`src/rtl/rate_pkg.sv`:
```
// Shared constants for the display-counter rate enable generator:
// FSM state encoding and default divider settings for a 50 MHz board clock.
package rate_pkg;

  localparam logic [0:0] S_PAUSE = 1'b0;
  localparam logic [0:0] S_RUN   = 1'b1;

  localparam int CNT_W_DEF = 28;
  localparam int DIV0_DEF  = 1;
  localparam int DIV1_DEF  = 50_000_000;
  localparam int DIV2_DEF  = 100_000_000;
  localparam int DIV3_DEF  = 200_000_000;

endpackage

```
`src/rtl/sync_2ff.sv`:
```
// Two-flop synchronizer for asynchronous switch and button inputs,
// with a configurable value loaded on asynchronous clear.
module sync_2ff #(
  parameter int             W       = 1,
  parameter logic [W-1:0]   RST_VAL = '0
) (
  input  logic         i_clock,
  input  logic         i_clear_b,
  input  logic [W-1:0] i_d,
  output logic [W-1:0] o_q
);

  logic [W-1:0] r_meta;
  logic [W-1:0] r_sync;

  always_ff @(posedge i_clock or negedge i_clear_b) begin
    if (!i_clear_b) begin
      r_meta <= RST_VAL;
      r_sync <= RST_VAL;
    end else begin
      r_meta <= i_d;
      r_sync <= r_meta;
    end
  end

  assign o_q = r_sync;

endmodule

```
`src/rtl/rate_enable_gen.sv`:
```
// Single-cycle enable generator feeding the T input of the display counter:
// selectable divided rate, pause switch and single-step push button.
module rate_enable_gen
  import rate_pkg::*;
#(
  parameter int CNT_W = CNT_W_DEF,
  parameter int DIV0  = DIV0_DEF,
  parameter int DIV1  = DIV1_DEF,
  parameter int DIV2  = DIV2_DEF,
  parameter int DIV3  = DIV3_DEF
) (
  input  logic             clock,
  input  logic             clear_b,
  input  logic [1:0]       speed,
  input  logic             run,
  input  logic             step_n,
  output logic             enable_out,
  output logic             running,
  output logic [CNT_W-1:0] count_q
);

  // The reload constants are truncated to CNT_W, so an oversized divider must stop elaboration.
  localparam longint L_LIM = (CNT_W >= 1 && CNT_W <= 62) ? (longint'(1) << CNT_W) : longint'(0);

  if (CNT_W < 1 || CNT_W > 62 ||
      DIV0 < 1 || DIV1 < 1 || DIV2 < 1 || DIV3 < 1 ||
      longint'(DIV0) - 1 >= L_LIM || longint'(DIV1) - 1 >= L_LIM ||
      longint'(DIV2) - 1 >= L_LIM || longint'(DIV3) - 1 >= L_LIM) begin : g_bad_div
    $error("rate_enable_gen: each DIVn must be >= 1 and DIVn-1 must fit in CNT_W bits");
  end

  localparam logic [CNT_W-1:0] L_DIV0_M1 = CNT_W'(DIV0 - 1);
  localparam logic [CNT_W-1:0] L_DIV1_M1 = CNT_W'(DIV1 - 1);
  localparam logic [CNT_W-1:0] L_DIV2_M1 = CNT_W'(DIV2 - 1);
  localparam logic [CNT_W-1:0] L_DIV3_M1 = CNT_W'(DIV3 - 1);

  logic             w_run_s;
  logic [1:0]       w_speed_s;
  logic             w_step_s;
  logic             w_step_press;
  logic [CNT_W-1:0] w_div_m1;

  logic [0:0]       r_state;
  logic             r_reload_pend;
  logic [1:0]       r_speed_q;
  logic             r_step_prev;
  logic [CNT_W-1:0] r_count;
  logic             r_enable;

  sync_2ff #(.W(1), .RST_VAL(1'b0)) u_sync_run (
    .i_clock(clock), .i_clear_b(clear_b), .i_d(run), .o_q(w_run_s)
  );

  sync_2ff #(.W(2), .RST_VAL(2'b00)) u_sync_speed (
    .i_clock(clock), .i_clear_b(clear_b), .i_d(speed), .o_q(w_speed_s)
  );

  // Button idles high, so its synchronizer clears to 1 to avoid a false press after reset.
  sync_2ff #(.W(1), .RST_VAL(1'b1)) u_sync_step (
    .i_clock(clock), .i_clear_b(clear_b), .i_d(step_n), .o_q(w_step_s)
  );

  assign w_step_press = r_step_prev & ~w_step_s;

  always_comb begin
    w_div_m1 = L_DIV0_M1;
    case (r_speed_q)
      2'd0: w_div_m1 = L_DIV0_M1;
      2'd1: w_div_m1 = L_DIV1_M1;
      2'd2: w_div_m1 = L_DIV2_M1;
      2'd3: w_div_m1 = L_DIV3_M1;
      default: w_div_m1 = L_DIV0_M1;
    endcase
  end

  always_ff @(posedge clock or negedge clear_b) begin
    if (!clear_b) begin
      r_state       <= S_PAUSE;
      r_reload_pend <= 1'b1;
      r_speed_q     <= 2'd0;
      r_step_prev   <= 1'b1;
      r_count       <= '0;
      r_enable      <= 1'b0;
    end else begin
      r_state     <= w_run_s ? S_RUN : S_PAUSE;
      r_speed_q   <= w_speed_s;
      r_step_prev <= w_step_s;

      if (r_state == S_RUN) begin
        if (r_reload_pend) begin
          r_count       <= w_div_m1;
          r_reload_pend <= 1'b0;
          r_enable      <= 1'b0;
        end else if (r_count == '0) begin
          r_count  <= w_div_m1;
          r_enable <= 1'b1;
        end else begin
          r_count  <= r_count - CNT_W'(1);
          r_enable <= 1'b0;
        end
      end else begin
        // Paused: the partial interval is kept so resuming continues where it left off.
        r_enable <= w_step_press;
      end

      if (w_speed_s != r_speed_q) begin
        r_reload_pend <= 1'b1;
      end
    end
  end

  assign enable_out = r_enable;
  assign running    = (r_state == S_RUN);
  assign count_q    = r_count;

endmodule

```
`config.mk`:
```
export PLATFORM = sky130hd
export DESIGN_NAME = rate_enable_gen
export DESIGN_NICKNAME = d
export VERILOG_FILES = /design/src/rtl/rate_pkg.sv /design/src/rtl/sync_2ff.sv /design/src/rtl/rate_enable_gen.sv
export SDC_FILE = /design/constraint.sdc
export NUM_CORES = 1
export LEC_CHECK = 0
export CORE_ASPECT_RATIO = 2
export CORE_MARGIN = 2
export CORE_UTILIZATION = 42
export CTS_CLUSTER_SIZE = 14
export DETAILED_ROUTE_END_ITERATION = 10
export PLACE_DENSITY = 0.74
export SLEW_MARGIN = 20
export SYNTH_ARGS = -nofsm -noshare
export SYNTH_HDL_FRONTEND = slang
export SYNTH_SLANG_ARGS = --single-unit
```
`constraint.sdc`:
```
create_clock -name clock -period 2.44 [get_ports clock]
set_input_delay 0.366 -clock clock [delete_from_list [all_inputs] [get_ports clock]]
set_output_delay 0.366 -clock clock [all_outputs]
set_load 0.02 [all_outputs]
```
==> flow_metrics.py, run 1 <==
metrics = {
    "grt": {
        "grtUsageTotal": 0.2058,
        "grt_pass1_vias": 2005,
        "grt_max_degree": 43,
        "antenna_found_initial": 0,
        "overflow": 0,
        "grt_pass1_wl_um": 9735,
    },
    "timing": {
        "period_share": 0.9414,
        "drv_slew": 0,
        "rsz0062_at_grt": "no",
        "timing_hold_violations_final": 0,
        "setup_violations": 0,
        "post-route-min-period_ns": 2.297,
        "finalClockSkew_ns": 0.01088,
        "fmax_mhz": 435.3,
        "tightest_slew_ns": 0.6764,
        "slew_headroom": 0.5486,
    },
    "cts": {
        "clockRootBuffer": "clkbuf_8",
        "post-cts-setup-buffers": 0,
        "cts_buffers": 5,
        "clk_pin_slew_ns": 0.09,
        "cts.sinks": 42,
        "h-tree-depth": 2,
        "cts_tree": "yes",
        "clock_latency_ns": 0.31,
        "ctsLongestPathBuffers": 2,
    },
    "placed_design": {
        "gp_congestion": 0.9286,
        "io_buffers": 35,
        "hpwl_um": 4316,
    },
    "floorplanning": {
        "core_um2": 5373,
        "dieWidth_um": 56.74,
        "pin_count": 36,
        "die-area_um2": 6211,
        "dieHeight_um": 109.5,
        "initial_utilization": 0.4348,
        "rows": 38,
    },
    "worst_setup_path": {
        "reg2reg_depth": 5,
        "end_kind": "register",
        "worstPathArrival_ns": 2.50,
        "cpPeakStageDelay_ns": 0.64,
        "cp-start-kind": "register",
        "cp_slowest_cell": "or4_4",
        "cpMostUsedCell": "or4_4",
        "worstSetupPathType": "reg -> reg",
        "crit_fanout": 10,
        "r2r_slack_ns": 0.14,
        "required_ns": 2.64,
        "r2r_start": "count_q[11]",
        "path_cells": "or4_4, or4_4, nor3_2, o21ai_1, a221o_1",
        "worst_r2r_endpoint": "count_q[25]",
    },
    "logic_synthesis": {
        "synthArstFlopShare": 1.000,
        "synth_xor_area_frac": 0.01125,
        "synth_compound_area_frac": 0.1826,
        "seq_area_frac_synth": 0.4521,
        "synth_top_family_by_area": "simple AND/OR/NAND/NOR gates",
        "yosys_warnings": 0,
        "syn_avg_cell_area_um2": 9.693,
        "synth.top_cell.area_share": 0.4071,
        "synthCells": 241,
        "ys.flop_type": "dfrtp_1",
        "synthMuxAreaShare": 0.03856,
        "syn_area_um2": 2336,
        "synthSimpleGateAreaFrac": 0.2212,
        "synthTopCellsByArea": "dfrtp_1 (41%), nor4_1 (4.6%), dfstp_2 (4.5%), mux2i_1 (3.9%), o21ai_0 (3.4%)",
        "ys_types": 48,
        "synthTopCellsByCount": "dfrtp_1 (38), nor4_1 (17), o21ai_0 (16)",
        "synth_edf_count": 0,
        "synthMostInstantiatedCell": "dfrtp_1",
        "synth_top_area_cell": "dfrtp_1",
        "synth_nets": 253,
        "ys_seq_elements": 42,
        "synth-adder-area-share": 0.03214,
    },
    "routing": {
        "initialDrtViolationCount": 70,
        "post_drt_wl_per_cell_um": 17.37,
        "detail_route.first_pass.iterations": 4,
        "routed_via_density": 6.087,
        "num_vias": 2100,
        "ant_nets": 0,
        "drc": 0,
        "wirelength_um": 5991,
    },
    "power_and_ir_drop": {
        "p_sw_mw": 0.6390,
        "ir_drop_mv": 0.5066,
        "pwr_density_cell_nw_per_um2": 664.8,
        "leakage_nw": 1.197,
        "clockPowerShare": 0.288,
        "comb_power_share": 0.277,
        "seqPwrFrac": 0.435,
        "total_power_mw": 1.973,
        "swShare": 0.3239,
        "p_int_mw": 1.334,
    },
    "flow_run": {
        "maxCapViolCount": 0,
    },
    "cells_and_area": {
        "fin_util": 0.5524,
        "nets": 296,
        "final_layout_size_suffix_gt1_frac": 0.1789,
        "area_growth_pct": 27.05,
        "antenna_cells": 0,
    },
    "hold_path": {
        "hold_class": "in -> async",
    },
    "outcome": {
        "status": "finished clean",
    },
}
[per-stage QoR]
| step | hold WS (ns) | worst slack [ns] | std cells | area [um2] | TNS (ns) |
|---|---|---|---|---|---|
| floorplan | 0.07041 | -0.0002587 | 241 | 2369 | -0.0002587 |
| global placement | 0.3343 | 0.1678 | 337 | 2844 | 0 |
| detailed placement | 0.3396 | 0.1408 | 337 | 2844 | 0 |
| CTS | 0.1274 | 0.1363 | 345 | 2957 | 0 |
| global route | 0.1570 | 0.02117 | 345 | 2968 | 0 |
| finish | 0.1051 | 0.1429 | 345 | 2968 | 0 |
[placed cells by master (no fill, tap or decap), drive strengths merged, types with 3 or more instances in the layout]
master / instances
nand3: 10
inv: 13
a22oi: 5
or4: 8
or3: 6
clkdlybuf4s50: 34
o221ai: 6
a22o: 6
nor4: 17
nand2: 10
a21oi: 5
nor3: 10
nand4: 3
dfstp: 4
buf: 23
o21ai: 18
a211o: 5
mux2i: 9
clkbuf: 5
dfrtp: 38
nor2: 11
ha: 6
[logic make-up (layout without fill, tap and decap cells)]
logic type	count (synthesis)	after routing
AO/OA/AOI/OAI	60	60
XOR/XNOR	3	3
adder cells (fa/ha/maj)	6	6
buffers and inverters	33	77
flip-flops	42	42
multiplexers	9	9
AND/OR/NAND/NOR	88	88
[what timing repair did]
action / 4_1_cts / 5_1_grt
hold endpoints to repair: 0 / 0
hold buffers: 0 / 0
endpoints found under the setup margin: 0 / 7
resized for setup: 0 / 3
[registers in the layout, indices dropped and copies added (netlist names)]
name                 cells
r_step_prev              1
u_sync_step.r_meta       1
count_q                 28
r_reload_pend            1
u_sync_step.o_q          1
u_sync_speed.o_q         2
running                  1
u_sync_speed.r_meta      2
r_speed_q                2
u_sync_run.o_q           1
u_sync_run.r_meta        1
enable_out               1
[critical path, delay by kind of cell, from the launching register on]
kind | cells | cell delay (ns)
flops | 1 | 0.42
compound gates | 2 | 0.38
simple gates | 3 | 1.40
[worst max path at each step]
stage	from	end	slack, ns	cells after the start
detailed placement	count_q[0]	count_q[25]	0.14	5
global placement	count_q[11]	count_q[25]	0.17	5
global route	count_q[12]	count_q[25]	0.02	5
finish	count_q[11]	count_q[25]	0.14	5
floorplan	count_q[4]	count_q[25]	-0.0003	8
CTS	count_q[0]	count_q[25]	0.14	5
[routing by layer]
metal | track usage | share of wire | wire (um)
met1 | 0.2274 | 0.39 | 2322
met2 | 0.3688 | 0.54 | 3255
met3 | 0.03412 | 0.033 | 197
met4 | 0.1130 | 0.036 | 216
met5 | 0 | 0 | 0
[power by group through the flow]
stage          registers, mW  clock network [mW]  logic [mW]
2_1_floorplan          0.936                   0       0.221
3_3_place_gp           0.864                   0       0.539
3_5_place_dp           0.868                   0       0.544
4_1_cts                0.855               0.581       0.547
5_1_grt                0.872               0.612       0.592
6_report               0.859               0.568       0.546
[cell type report]
| cell class | instances | area (um2) |
|---|---|---|
| fill | 502 | 2405 |
| clock buffer | 5 | 68.82 |
| inverter | 12 | 45.04 |
| timing repair buffer | 57 | 523.0 |
| clock inverter | 3 | 43.79 |
| tap | 60 | 75.07 |
| sequential | 42 | 1060 |
| multi-input combinational | 166 | 1152 |
(Power assumes the default switching activity.)
==> run 2, diff against run 1 <==
--- a/config.mk
+++ b/config.mk
@@ -6,11 +6,11 @@
 export NUM_CORES = 1
 export LEC_CHECK = 0
 export CORE_ASPECT_RATIO = 2
-export CORE_MARGIN = 2
+export CORE_MARGIN = 8
 export CORE_UTILIZATION = 42
 export CTS_CLUSTER_SIZE = 14
 export DETAILED_ROUTE_END_ITERATION = 10
-export PLACE_DENSITY = 0.74
+export PLACE_DENSITY = 0.72
 export SLEW_MARGIN = 20
 export SYNTH_ARGS = -nofsm -noshare
 export SYNTH_HDL_FRONTEND = slang
==> constraint.sdc (replaced) <==
create_clock -name clock -period 2.84 [get_ports clock]
set_input_delay 0.426 -clock clock [delete_from_list [all_inputs] [get_ports clock]]
set_output_delay 0.426 -clock clock [all_outputs]
set_load 0.02 [all_outputs]
==> run 2 against run 1 <==
  * Largest power group unchanged
  * Setup slack improved by 0.11 ns
  * Clock skew fell by 0.0035 ns
  * Sequential power shrank 12%
  * Die area grew 34%
  * Wire length rose by 4.5%
  * Global-route usage is 4.4 points lower
  * Design area shrank 5.3%
  * Critical path type unchanged
  * Non-clock buffer count decreased by 14
==> flow_metrics.py, run 2 (synthesis gave the netlist of run 1 again) <==
metrics = {
    "outcome": {
        "status": "finished clean",
    },
    "placed_design": {
        "hpwl_um": 4496,
        "gp_congestion": 0.8505,
        "io_buffers": 35,
        "dpl_worst_slack_ns": 0.3371,
        "post-place-cells": 323,
    },
    "worst_setup_path": {
        "end_kind": "register",
        "worstPathArrival_ns": 2.79,
        "cp-start-kind": "register",
        "worstSetupPathType": "reg -> reg",
        "required_ns": 3.04,
        "crit_fanout": 14,
    },
    "cells_and_area": {
        "area_growth_pct": 20.35,
        "final_common_cell": "dfrtp_1",
        "final_layout_size_suffix_gt1_frac": 0.1107,
        "final_cell_mix": "dfrtp_1 (38), clkdlybuf4s50_1 (34), nor4_1 (17)",
        "antenna_cells": 0,
        "nets": 282,
        "largest_reg_flops": 28,
        "stdcell_count": 331,
    },
    "floorplanning": {
        "initial_utilization": 0.4310,
        "pin_count": 36,
        "rows": 38,
        "core_um2": 5420,
        "dieHeight_um": 121.5,
        "die-area_um2": 8349,
        "dieWidth_um": 68.74,
    },
    "cts": {
        "clockRootBuffer": "clkbuf_8",
        "clock_latency_ns": 0.31,
        "holdBufCountCts": 0,
        "ctsLongestPathBuffers": 2,
        "cts.sinks": 42,
        "post-cts-setup-buffers": 0,
        "cts_buffers": 5,
        "ctsResizeCount": 0,
        "cts_tree": "yes",
        "clk_pin_slew_ns": 0.09,
        "h-tree-depth": 2,
    },
    "grt": {
        "grt_pass1_vias": 2089,
        "grt_pass1_wl_um": 10340,
        "grtUsageTotal": 0.1616,
        "overflow": 0,
        "antenna_found_initial": 0,
        "grt_max_degree": 43,
    },
    "power_and_ir_drop": {
        "swShare": 0.3521,
        "seqPwrFrac": 0.472,
        "total_power_mw": 1.592,
        "comb_power_share": 0.261,
        "clockPowerShare": 0.267,
        "p_sw_mw": 0.5606,
        "p_int_mw": 1.032,
        "ir_drop_mv": 0.3352,
        "leakage_nw": 1.112,
        "pwr_density_cell_nw_per_um2": 566.3,
    },
    "hold_path": {
        "hold_class": "in -> async",
    },
    "routing": {
        "num_vias": 2090,
        "ant_nets": 0,
        "routed_via_density": 6.314,
        "detail_route.first_pass.iterations": 4,
        "wirelength_um": 6263,
        "drc": 0,
        "post_drt_wl_per_cell_um": 18.92,
        "initialDrtViolationCount": 152,
    },
    "timing": {
        "setup_violations": 0,
        "rsz0062_at_grt": "no",
        "finalClockSkew_ns": 0.007356,
        "tns_ns": 0,
        "period_share": 0.9111,
        "drv_slew": 0,
        "fin_ws_ns": 0.2526,
        "fmax_mhz": 386.5,
        "timing_hold_violations_final": 0,
        "post-route-min-period_ns": 2.587,
        "slew_headroom": 0.3590,
        "tightest_slew_ns": 0.9615,
    },
    "flow_run": {
        "maxCapViolCount": 0,
    },
}
## run 2: changes by cell type in the layout (fill, tap and decap cells not counted), sizes merged
cell / change
buf: -14
inv: +2
bufinv: -1
clkinv: -1
## run 2: worst max-delay path: stages, from the launching register on
cell and delay (ns):
dfrtp_1 0.47, nor4_1 0.63, and4_1 0.36, a21o_1 0.37, buf_4 0.28, o21ai_0 0.11, a22o_1 0.26
## run 2: final timing paths
kind / start / end / slack [ns] / cells past startpoint
max in group asynchronous: clear_b / count_q[25] / 1.98 / 1
worst min register to register: u_sync_speed.r_meta[1] / u_sync_speed.o_q[1] / 0.36 / 0
worst min-delay path: clear_b / count_q[13] / 0.25 / 1
min in group clock: u_sync_speed.r_meta[1] / u_sync_speed.o_q[1] / 0.36 / 0
worst max register to register: count_q[17] / count_q[15] / 0.25 / 6
worst max-delay path: count_q[17] / count_q[15] / 0.25 / 6
## run 2: area by class of cell
| cell class | instances | area [um2] |
|---|---|---|
| Inverter | 12 | 45.04 |
| Clock inverter | 3 | 26.28 |
| Multi-Input combinational cell | 166 | 1135 |
| Tap cell | 60 | 75.07 |
| Clock buffer | 5 | 68.82 |
| Timing Repair Buffer | 43 | 405.4 |
| Sequential cell | 42 | 1056 |
| Fill cell | 526 | 2609 |
## run 2: power by group through the flow
stage          registers (mW)  clock network [mW]  logic (mW)
3_3_place_gp            0.759                   0       0.413
5_1_grt                 0.765               0.460       0.448
2_1_floorplan           0.802                   0       0.180
3_5_place_dp            0.762                   0       0.417
4_1_cts                 0.751               0.432       0.418
6_report                0.752               0.425       0.415
## run 2: through the flow
step / area, um2 / util / hold WS (ns)
5_1_grt: 2811 / 0.5187 / 0.3302
6_report: 2811 / 0.5187 / 0.2524
4_1_cts: 2811 / 0.5187 / 0.2963
2_1_floorplan: 2336 / - / 0.1304
3_3_place_gp: 2716 / 0.5012 / 0.3314
3_5_place_dp: 2716 / 0.5012 / 0.3389
## run 2: routing by layer
layer / wire [um] / global-route usage / part of all wire
met2: 3341 / 0.2709 / 0.53
met5: 0 / 0 / 0
met1: 2471 / 0.1827 / 0.39
met4: 200 / 0.07965 / 0.032
met3: 249 / 0.03515 / 0.040
